**config.mk**
```make
export PLATFORM = sky130hd
export DESIGN_NAME = mux21_rr_arbiter
export DESIGN_NICKNAME = d
export VERILOG_FILES = /design/src/rtl/mux21_rr_arbiter.sv
export SDC_FILE = /design/constraint.sdc
export NUM_CORES = 1
export LEC_CHECK = 0
export ABC_AREA = 1
export BUFFER_PORTS_ARGS = -buffer_cell sky130_fd_sc_hd__buf_2
export CORE_MARGIN = 5
export CORE_UTILIZATION = 25
export CTS_CLUSTER_SIZE = 40
export DETAILED_ROUTE_END_ITERATION = 7
export GPL_ROUTABILITY_DRIVEN = 0
export PLACE_DENSITY_LB_ADDON = 0.3
export SLEW_MARGIN = 40
export SYNTH_ARGS = -nofsm -noshare
export SYNTH_HDL_FRONTEND = slang
export SYNTH_SLANG_ARGS = --single-unit
```
**constraint.sdc**
```tcl
create_clock -name clk -period 1.9 [get_ports clk]
set_input_delay 0.38 -clock clk [delete_from_list [all_inputs] [get_ports clk]]
set_output_delay 0.38 -clock clk [all_outputs]
set_load 0.005 [all_outputs]
```
**src/rtl/mux21_rr_arbiter.sv**
```systemverilog
// -----------------------------------------------------------------------------
// mux21_rr_arbiter
//   Round-robin arbiter and sequencer for a shared 2:1 output mux. Two
//   requesters compete for one DATA_W-bit path; the arbiter owns the mux
//   select, limits each grant to MAX_HOLD consecutive cycles while the other
//   requester waits, and registers the selected data onto y with a valid flag.
//
// Parameters
//   DATA_W    width of each requester data bus and of y
//   MAX_HOLD  max consecutive grant cycles while the other side waits (>=1)
//
// Ports
//   clk       in   1       clock, rising edge
//   rst       in   1       asynchronous, active-high reset
//   req       in   2       level requests, one bit per requester
//   din0      in   DATA_W  requester 0 data
//   din1      in   DATA_W  requester 1 data
//   gnt       out  2       one-hot grant (00 = idle), registered
//   sel       out  1       mux select (1 = din1), registered
//   y         out  DATA_W  registered mux output
//   y_valid   out  1       y carries data of a granted, still-requesting side
//   gnt_cnt0  out  8       (MUX_ARB_STATS_EN only) saturating G0 entry count
//   gnt_cnt1  out  8       (MUX_ARB_STATS_EN only) saturating G1 entry count
//
// Configuration
//   MUX_ARB_STATS_EN  when defined, adds the gnt_cnt0/gnt_cnt1 statistics.
// -----------------------------------------------------------------------------
module mux21_rr_arbiter #(
  parameter int DATA_W   = 8,
  parameter int MAX_HOLD = 4
) (
  input  logic              clk,
  input  logic              rst,
  input  logic [1:0]        req,
  input  logic [DATA_W-1:0] din0,
  input  logic [DATA_W-1:0] din1,
  output logic [1:0]        gnt,
  output logic              sel,
  output logic [DATA_W-1:0] y,
  output logic              y_valid
`ifdef MUX_ARB_STATS_EN
  ,
  output logic [7:0]        gnt_cnt0,
  output logic [7:0]        gnt_cnt1
`endif
);

  // A one-bit counter is still needed when MAX_HOLD=1 (it simply stays 0).
  localparam int CNT_W = (MAX_HOLD > 1) ? $clog2(MAX_HOLD) : 1;
  localparam logic [CNT_W-1:0] HOLD_LAST = CNT_W'(MAX_HOLD - 1);

  typedef enum logic [1:0] {
    ST_IDLE = 2'd0,
    ST_G0   = 2'd1,
    ST_G1   = 2'd2
  } state_t;

  state_t            r_state;
  state_t            w_state_nxt;
  logic [CNT_W-1:0]  r_hold_cnt;
  logic [CNT_W-1:0]  w_hold_nxt;
  logic              r_last;
  logic              w_last_nxt;
  logic [1:0]        r_gnt;
  logic [1:0]        w_gnt_nxt;
  logic              r_sel;
  logic              w_sel_nxt;
  logic [DATA_W-1:0] r_y;
  logic              r_y_valid;
  logic              w_valid_nxt;
  logic              w_hold_max;
  logic              w_enter_g0;
  logic              w_enter_g1;

  assign w_hold_max = (r_hold_cnt == HOLD_LAST);
  assign w_enter_g0 = (w_state_nxt == ST_G0) && (r_state != ST_G0);
  assign w_enter_g1 = (w_state_nxt == ST_G1) && (r_state != ST_G1);

  // Next-state selection: release hand-off, hold-limit pre-emption, RR tie-break.
  always_comb begin
    w_state_nxt = r_state;
    case (r_state)
      ST_IDLE: begin
        if (req == 2'b01) begin
          w_state_nxt = ST_G0;
        end else if (req == 2'b10) begin
          w_state_nxt = ST_G1;
        end else if (req == 2'b11) begin
          // Tie goes to the requester that was not served most recently.
          w_state_nxt = r_last ? ST_G0 : ST_G1;
        end else begin
          w_state_nxt = ST_IDLE;
        end
      end
      ST_G0: begin
        if (!req[0]) begin
          w_state_nxt = req[1] ? ST_G1 : ST_IDLE;
        end else if (w_hold_max && req[1]) begin
          w_state_nxt = ST_G1;
        end else begin
          w_state_nxt = ST_G0;
        end
      end
      ST_G1: begin
        if (!req[1]) begin
          w_state_nxt = req[0] ? ST_G0 : ST_IDLE;
        end else if (w_hold_max && req[0]) begin
          w_state_nxt = ST_G0;
        end else begin
          w_state_nxt = ST_G1;
        end
      end
      default: begin
        w_state_nxt = ST_IDLE;
      end
    endcase
  end

  // Hold counter, last-served tracking and grant/select decode of next state.
  always_comb begin
    w_hold_nxt  = r_hold_cnt;
    w_last_nxt  = r_last;
    w_gnt_nxt   = 2'b00;
    w_sel_nxt   = r_sel;
    w_valid_nxt = 1'b0;

    if ((w_state_nxt != r_state) || (r_state == ST_IDLE)) begin
      w_hold_nxt = {CNT_W{1'b0}};
    end else if (w_hold_max) begin
      // Limit reached with nobody waiting: keep the grant, restart the window.
      w_hold_nxt = {CNT_W{1'b0}};
    end else begin
      w_hold_nxt = r_hold_cnt + CNT_W'(1);
    end

    if (w_enter_g0) begin
      w_last_nxt = 1'b0;
    end else if (w_enter_g1) begin
      w_last_nxt = 1'b1;
    end else begin
      w_last_nxt = r_last;
    end

    case (w_state_nxt)
      ST_G0: begin
        w_gnt_nxt = 2'b01;
        w_sel_nxt = 1'b0;
      end
      ST_G1: begin
        w_gnt_nxt = 2'b10;
        w_sel_nxt = 1'b1;
      end
      ST_IDLE: begin
        w_gnt_nxt = 2'b00;
        w_sel_nxt = r_sel;
      end
      default: begin
        w_gnt_nxt = 2'b00;
        w_sel_nxt = r_sel;
      end
    endcase

    if (((r_state == ST_G0) && req[0]) || ((r_state == ST_G1) && req[1])) begin
      w_valid_nxt = 1'b1;
    end else begin
      w_valid_nxt = 1'b0;
    end
  end

  // Arbiter state and registered grant/select outputs.
  always_ff @(posedge clk or posedge rst) begin
    if (rst) begin
      r_state    <= ST_IDLE;
      r_hold_cnt <= {CNT_W{1'b0}};
      r_last     <= 1'b1;
      r_gnt      <= 2'b00;
      r_sel      <= 1'b0;
    end else begin
      r_state    <= w_state_nxt;
      r_hold_cnt <= w_hold_nxt;
      r_last     <= w_last_nxt;
      r_gnt      <= w_gnt_nxt;
      r_sel      <= w_sel_nxt;
    end
  end

  // Output datapath: uses the registered select, so y lags gnt by one cycle.
  always_ff @(posedge clk or posedge rst) begin
    if (rst) begin
      r_y       <= {DATA_W{1'b0}};
      r_y_valid <= 1'b0;
    end else begin
      r_y       <= r_sel ? din1 : din0;
      r_y_valid <= w_valid_nxt;
    end
  end

  assign gnt     = r_gnt;
  assign sel     = r_sel;
  assign y       = r_y;
  assign y_valid = r_y_valid;

`ifdef MUX_ARB_STATS_EN
  logic [7:0] r_gnt_cnt0;
  logic [7:0] r_gnt_cnt1;

  // Saturating counts of grant entries per requester.
  always_ff @(posedge clk or posedge rst) begin
    if (rst) begin
      r_gnt_cnt0 <= 8'd0;
      r_gnt_cnt1 <= 8'd0;
    end else begin
      if (w_enter_g0 && (r_gnt_cnt0 != 8'hFF)) begin
        r_gnt_cnt0 <= r_gnt_cnt0 + 8'd1;
      end
      if (w_enter_g1 && (r_gnt_cnt1 != 8'hFF)) begin
        r_gnt_cnt1 <= r_gnt_cnt1 + 8'd1;
      end
    end
  end

  assign gnt_cnt0 = r_gnt_cnt0;
  assign gnt_cnt1 = r_gnt_cnt1;
`endif

endmodule

```
Word level (Yosys, flattened, before mapping)
Index checks and enable logic that the tools add are counted.
Widths: inputs -> output; s select.
{"block": "word_totals", "reg_bits": 17}
{"block": "op_classes", "n_mux": 19, "addsub": 1, "n_eq_ne": 11, "reduce_logical": 11}
{"operator": "$mux 2", "count": 11}
{"operator": "$eq 2x2->1 const B", "count": 5}
{"operator": "$mux 8", "count": 1}
{"operator": "$eq 2x1->1 const B", "count": 3}
{"operator": "$logic_and 1x1->1", "count": 6}
{"operator": "$pmux 2 s3", "count": 1}
{"operator": "$mux 1", "count": 4}
{"operator": "$pmux 2 s2", "count": 1}
{"operator": "$reduce_bool 2->1", "count": 2}
{"operator": "$add 2x1->2 const B", "count": 1}
{"operator": "$logic_not 2->1", "count": 1}
{"operator": "$logic_or 1x1->1", "count": 2}
{"operator": "$ne 2x1->1 const B", "count": 1}
{"operator": "$ne 2x2->1", "count": 1}
{"operator": "$ne 2x2->1 const B", "count": 1}
{"operator": "$pmux 1 s2", "count": 1}

Logic depth before layout (Yosys ltp)
Gate-level depths: netlist of the first run.
{"block": "depth", "depth_word": 9, "depth_mapped": 9, "depth_no_buf": 9}

Worst setup path after synthesis of the first run
Ideal clock, no wire load.
{"block": "synth_path", "kind": "register -> register", "startpoint": "register r_hold_cnt[0]", "endpoint": "register r_sel, in the netlist sel", "synth_period_minus_slack_ps": 1568, "stages_incl_launch_ff": 8, "slack_ps": 332, "t_arrival_ps": 1443, "required_ps": 1775, "path_cell_list": "dfrtp_1 > ha_1 > nand2_1 > nand2_1 > nor2_2 > nor2_1 > ha_1 > mux2_2"}
{"block": "synth_between", "elab_chain_len": 7, "elab_cells_between_ends": 12, "cone_classes": "eq/ne: 3; mux: 6; reduce/logical: 3"}
{"item": "start, declared", "line": "60", "rtl": "logic [CNT_W-1:0] r_hold_cnt;"}
{"item": "start signal, assigned", "line": "174", "rtl": "r_hold_cnt <= {CNT_W{1'b0}};"}
{"item": "start signal, assigned", "line": "180", "rtl": "r_hold_cnt <= w_hold_nxt;"}
{"item": "$eq 2x2->1 (*)", "line": "75", "rtl": "assign w_hold_max = (r_hold_cnt == HOLD_LAST);"}
{"item": "$logic_and 1x1->1 (on tied branches)", "line": "107, 98"}
{"item": "$mux 2 (on tied branches)", "line": "107, 98"}
{"item": "$mux 2 (on tied branches)", "line": "105, 96"}
{"item": "$pmux 2 s3 (*)", "line": "82", "rtl": "case (r_state)"}
{"item": "$eq 2x2->1 or $eq 2x1->1 (tied branches)", "line": "144", "rtl": "case (w_state_nxt)"}
{"item": "$pmux 1 s2 or $reduce_bool 2->1 (tied branches)"}
{"item": "end signal, assigned", "line": "183", "rtl": "r_sel <= w_sel_nxt;"}
{"item": "end, declared", "line": "66", "rtl": "logic r_sel;"}
Every way passes the cells marked *; elsewhere a longest branch is shown, timed or not.
A chain may end at the register's enable or synchronous reset.

Final worst setup path of the first run
Same ends and word-level chain as after synthesis.

==> flow_summary.ini, run 1 <==
[status]
status = completed

[worst_setup_path]
startpoint_type = flip-flop
slowest_delay_ns = 0.39
path_cells = ha_1 -> nand2_1 -> nand2_1 -> nor2_2 -> nor2_1 -> ha_1 -> mux2_2
end_kind = flip-flop
crit_family = adder cells
crit_type = flip-flop to flip-flop
critical_path.max_fanout = 4
critPathSlowestCell = dfrtp_1
critPathArrivalTime_ns = 1.82
critPathBufInv = 0
required_ns = 2.08

[floorplanning]
die_y_microns = 65.3
rows = 20
die_x_microns = 65.3
coreArea_sq_mm = 0.00298
die_area_sq_mm = 0.00426
io_pins = 32
initial_core_util_pct = 25.6

[global_route]
grt_usage_pct = 8.54
grt_pass1_vias = 666
grt_antenna_before_repair = 0
gr-total-overflow = 0
grt_pass1_wl_microns = 2820
grt_max_degree = 18

[route]
via_per_inst = 4.23
dr.pass1.iters = 3
wl_per_cell_microns = 10.9
vias = 592
drc = 0
first_iter_violations = 5
totalWireLength_microns = 1530
postRouteAntennaNets = 0

[sta]
maxSlewHeadroom_pct = 56.2
min_period_ns = 1.64
skew_ns = 0.00382
rsz0062_at_grt = no
finalSetupTns_ns = 0
setup_viol = 0
post-route-period-util_pct = 86.4
slew_viol_final = 0
hold_viol_final = 0
worstMarginPinSlew_ns = 0.656
fmax_mhz = 609

[cts]
clkSinkCount = 17
clk_path_buf_depth = 2
cts_root_buf = clkbuf_4
cts-resized-gates = 0
htree_num_levels = 1
clkLatencyLatePin_ns = 0.28
cts_post_setup_buffers_inserted = 0
hold_buffers = 0
cts_buffers = 3
clkTransAtPathRegs_ns = 0.10
cts_tree = yes

[power_and_ir_drop]
p_leak_nw = 0.543
ir_worst_vdd_uv = 430
design_power_total_mw = 1.17
p_per_area_mw_per_mm2 = 1190

[cells_and_area]
layout-drive-gt1-share_pct = 47.7
num-nets-final = 132
final_util_pct = 33.0
fill_cells = 321
n_antenna_cell = 0
area_growth_pct = 28.7
mostFrequentLayoutCell = buf_2
final_cell_mix = 31 x buf_2, 16 x dfrtp_1, 15 x nand2_1, 9 x mux2_2, 7 x nor2_1

[placed_design]
dp_hpwl_microns = 1240
io_buffers = 31

[job]
cap_violations = 0

[min_path]
worstHoldPathType = primary input to asynchronous set/reset pin

[yosys]
ys_seq_area_share_pct = 55.9
synthesis.nets = 97
yosys-top-cells-area = dfrtp_1 52%, mux2_2 13%, nand2_1 7.4%
yosysTopAreaCellShare_pct = 52.5
syn_avg_cell_area_sq_um = 10.5
syn-cell-area_sq_um = 763
yosysWarnings = 0
synth_largest_area_cell = dfrtp_1
syn_inst = 73
synth-seq-cells = 17
synth_cell_type_count = 16
-- path summary, 6_finish.rpt --
path	cells past startpoint	to	slack, ns	from
max	7	sel	0.26	r_hold_cnt[0]
min	2	y[2]	0.17	rst
max reg2reg	7	sel	0.26	r_hold_cnt[0]
min reg2reg	2	r_hold_cnt[0]	0.53	r_hold_cnt[0]
max in group asynchronous	2	r_hold_cnt[1]	1.31	rst
min in group clk	2	y[6]	0.32	din1[6]
-- worst register-to-register path, delay by kind of cell, from the launching register on --
kind / cells / cell delay (ns)
adders and majority gates: 2 / 0.51
DFF: 1 / 0.39
and+or+nand+nor: 4 / 0.32
muxes: 1 / 0.32
-- cells in the mapped netlist, drive strengths merged --
library cell	n
a21oi	2
buf	1
dfrtp	16
dfstp	1
ha	4
inv	8
mux2	9
nand2	16
nand3	4
nand3b	1
nor2	9
o21ai	1
or2	1
-- flip-flops by register name, indices dropped and copies added, names as in the netlist --
name        flops
sel             1
y               8
r_last          1
r_hold_cnt      2
r_state         2
gnt             2
y_valid         1
-- where the power goes --
part / switching, mW / internal (mW) / total, mW
Clock: 0.112 / 0.0781 / 0.190
Sequential: 0.0652 / 0.483 / 0.548
Combinational: 0.216 / 0.217 / 0.433
-- layout make-up --
type / instances / area [sq um] / share of cell area (%)
Multi-Input combinational cell: 47 / 302 / 30.7
Clock buffer: 3 / 22.5 / 2.29
Timing Repair Buffer: 31 / 155 / 15.8
Clock inverter: 1 / 5.00 / 0.510
Sequential cell: 17 / 427 / 43.4
Inverter: 8 / 30.0 / 3.06
Tap cell: 33 / 41.3 / 4.20
-- layer usage --
metal / up-vias / share of wire (%) / wire length [microns] / track usage [%]
li1: 300 / - / - / -
met1: 262 / 39 / 600 / 9.25
met2: 28 / 45 / 694 / 13.7
met3: 2 / 15 / 229 / 5.13
met4: 0 / 0.39 / 6 / 3.11
met5: - / 0 / 0 / 0
-- cells by family after synthesis --
group | share of synthesized area, %
mux | 13.3
simple gates | 17.7
buf+inv | 4.59
flops | 55.9
fa+ha+maj | 6.56
compound gates | 1.97
-- through the flow --
step                      instance area [sq um]  worst slack [ns]  instances  hold slack [ns]
after floorplan                             763             0.332         73            0.305
after global placement                      955             0.297        136            0.495
after detailed placement                    955             0.255        136            0.515
after CTS                                   982             0.239        140            0.187
after global routing                        982             0.113        140            0.207
final                                       982             0.257        140            0.167
(Power assumes the default switching activity.)
==> run 2: changes to the inputs <==
Settings changed: PLACE_DENSITY_LB_ADDON 0.3 to default.
==> run 2 against run 1 <==
Clock power barely moved. Cell count did not move. First-iteration DRC count rose by 60%. Worst hold slack got worse by 0.0084 ns. Setup slack got worse by 0.013 ns. Largest cell class unchanged.
==> flow_summary.ini, run 2 (synthesis gave the netlist of run 1 again) <==
[sta]
worstMarginPinSlew_ns = 0.635
maxSlewHeadroom_pct = 57.6
setup_viol = 0
min_period_ns = 1.66
rsz0062_at_grt = no
skew_ns = 0.00152
hold_viol_final = 0
finalSetupTns_ns = 0
fmax_mhz = 604
slew_viol_final = 0
post-route-period-util_pct = 87.1

[cts]
clk_path_buf_depth = 2
cts-resized-gates = 0
cts_tree = yes
cts_buffers = 3
cts_post_setup_buffers_inserted = 0
htree_num_levels = 1
clkSinkCount = 17
cts_root_buf = clkbuf_4
clkLatencyLatePin_ns = 0.28
hold_buffers = 0
clkTransAtPathRegs_ns = 0.10

[worst_setup_path]
critPathSlowestCell = dfrtp_1
timing.rr.start = r_hold_cnt[0]
path_cells = ha_1 -> nand2_1 -> nand2_1 -> nor2_2 -> nor2_1 -> ha_1 -> mux2_2
critical_path.max_fanout = 4
ff2ff_path_depth = 7
crit_type = flip-flop to flip-flop
critPathArrivalTime_ns = 1.84
r2r-end = sel
slowest_delay_ns = 0.39
end_kind = flip-flop
startpoint_type = flip-flop
required_ns = 2.08
rrSetupSlack_ns = 0.24

[power_and_ir_drop]
p_per_area_mw_per_mm2 = 1200
ir_worst_vdd_uv = 511
p_leak_nw = 0.540
design_power_total_mw = 1.18

[cells_and_area]
n_antenna_cell = 0
fill_cells = 294
layout-drive-gt1-share_pct = 46.7
largest_register_ffs = 8
num-nets-final = 132
final_cell_mix = 31 x buf_2, 16 x dfrtp_1, 15 x nand2_1, 9 x mux2_2, 7 x nor2_1
mostFrequentLayoutCell = buf_2
area_growth_pct = 28.5

[job]
cap_violations = 0

[global_route]
gr-total-overflow = 0
grt_pass1_vias = 609
grt_util_met3_pct = 3.76
grt_usage_pct = 7.71
grt_pass1_wl_microns = 2530
grt-busiest-layer = met2
use_met1_pct = 9.35
grt_antenna_before_repair = 0
met2_usage_pct = 11.6
grt_max_degree = 18

[route]
totalWireLength_microns = 1500
drc = 0
vias = 591
dr.pass1.iters = 4
postRouteAntennaNets = 0
first_iter_violations = 8
wl_per_cell_microns = 10.7
via_per_inst = 4.22

[floorplanning]
die_y_microns = 65.3
die_x_microns = 65.3
initial_core_util_pct = 25.6
die_area_sq_mm = 0.00426
coreArea_sq_mm = 0.00298
rows = 20
io_pins = 32

[placed_design]
io_buffers = 31
dp_hpwl_microns = 1230

[status]
status = completed

[min_path]
worstHoldPathType = primary input to asynchronous set/reset pin
## run 2: cell types whose count changed in the layout (fill, tap and decap cells not counted), sizes merged
cell	delta
clkbuf	+1
clkinv	-1
## run 2: worst max-delay path by stage
| stage | start | to | cells past startpoint |
|---|---|---|---|
| global route | r_hold_cnt[0] | sel | 7 |
| detailed placement | r_hold_cnt[0] | sel | 7 |
| global placement | r_hold_cnt[0] | sel | 7 |
| floorplan | r_hold_cnt[0] | sel | 7 |
| CTS | r_hold_cnt[0] | sel | 7 |
| finish | r_hold_cnt[0] | sel | 7 |
## run 2: final cells by class
class / instances / area, sq um / area share (%)
flip-flops and latches: 17 / 427 / 43.5
multi-input cells: 47 / 302 / 30.7
repair buffers: 31 / 155 / 15.8
well taps: 33 / 41.3 / 4.21
inverters: 8 / 30.0 / 3.06
clock buffers: 4 / 26.3 / 2.68
## run 2: critical path, delay by kind of cell (launching register included)
| kind | cells | cell delay (ns) |
|---|---|---|
| AND/OR/NAND/NOR | 4 | 0.33 |
| adder cells (fa/ha/maj) | 2 | 0.51 |
| multiplexers | 1 | 0.32 |
| flip-flops | 1 | 0.39 |
## run 2: metal layers
metal	vias up	part of all wire (%)	routed length, microns
met5	-	0	0
met4	0	0	0
met3	0	14	207
met2	34	43	638
met1	259	43	650
li1	298	-	-
## run 2: metrics by stage
stage / std cells / instance area [sq um] / worst slack [ns] / hold slack (ns) / utilization (%)
after detailed placement: 136 / 955 / 0.245 / 0.510 / 32.1
after floorplan: 73 / 763 / 0.332 / 0.305 / -
final: 140 / 981 / 0.245 / 0.159 / 32.9
after global routing: 140 / 981 / 0.143 / 0.218 / 32.9
after global placement: 136 / 955 / 0.299 / 0.495 / 32.1
after CTS: 140 / 981 / 0.236 / 0.189 / 32.9
## run 2: power breakdown
part / leakage [nW] / internal, mW / total [mW] / switching [mW]
registers: 0.208 / 0.483 / 0.547 / 0.0641
logic: 0.317 / 0.218 / 0.436 / 0.218
clock network: 0.0150 / 0.0815 / 0.193 / 0.111
total: 0.540 / 0.783 / 1.18 / 0.393
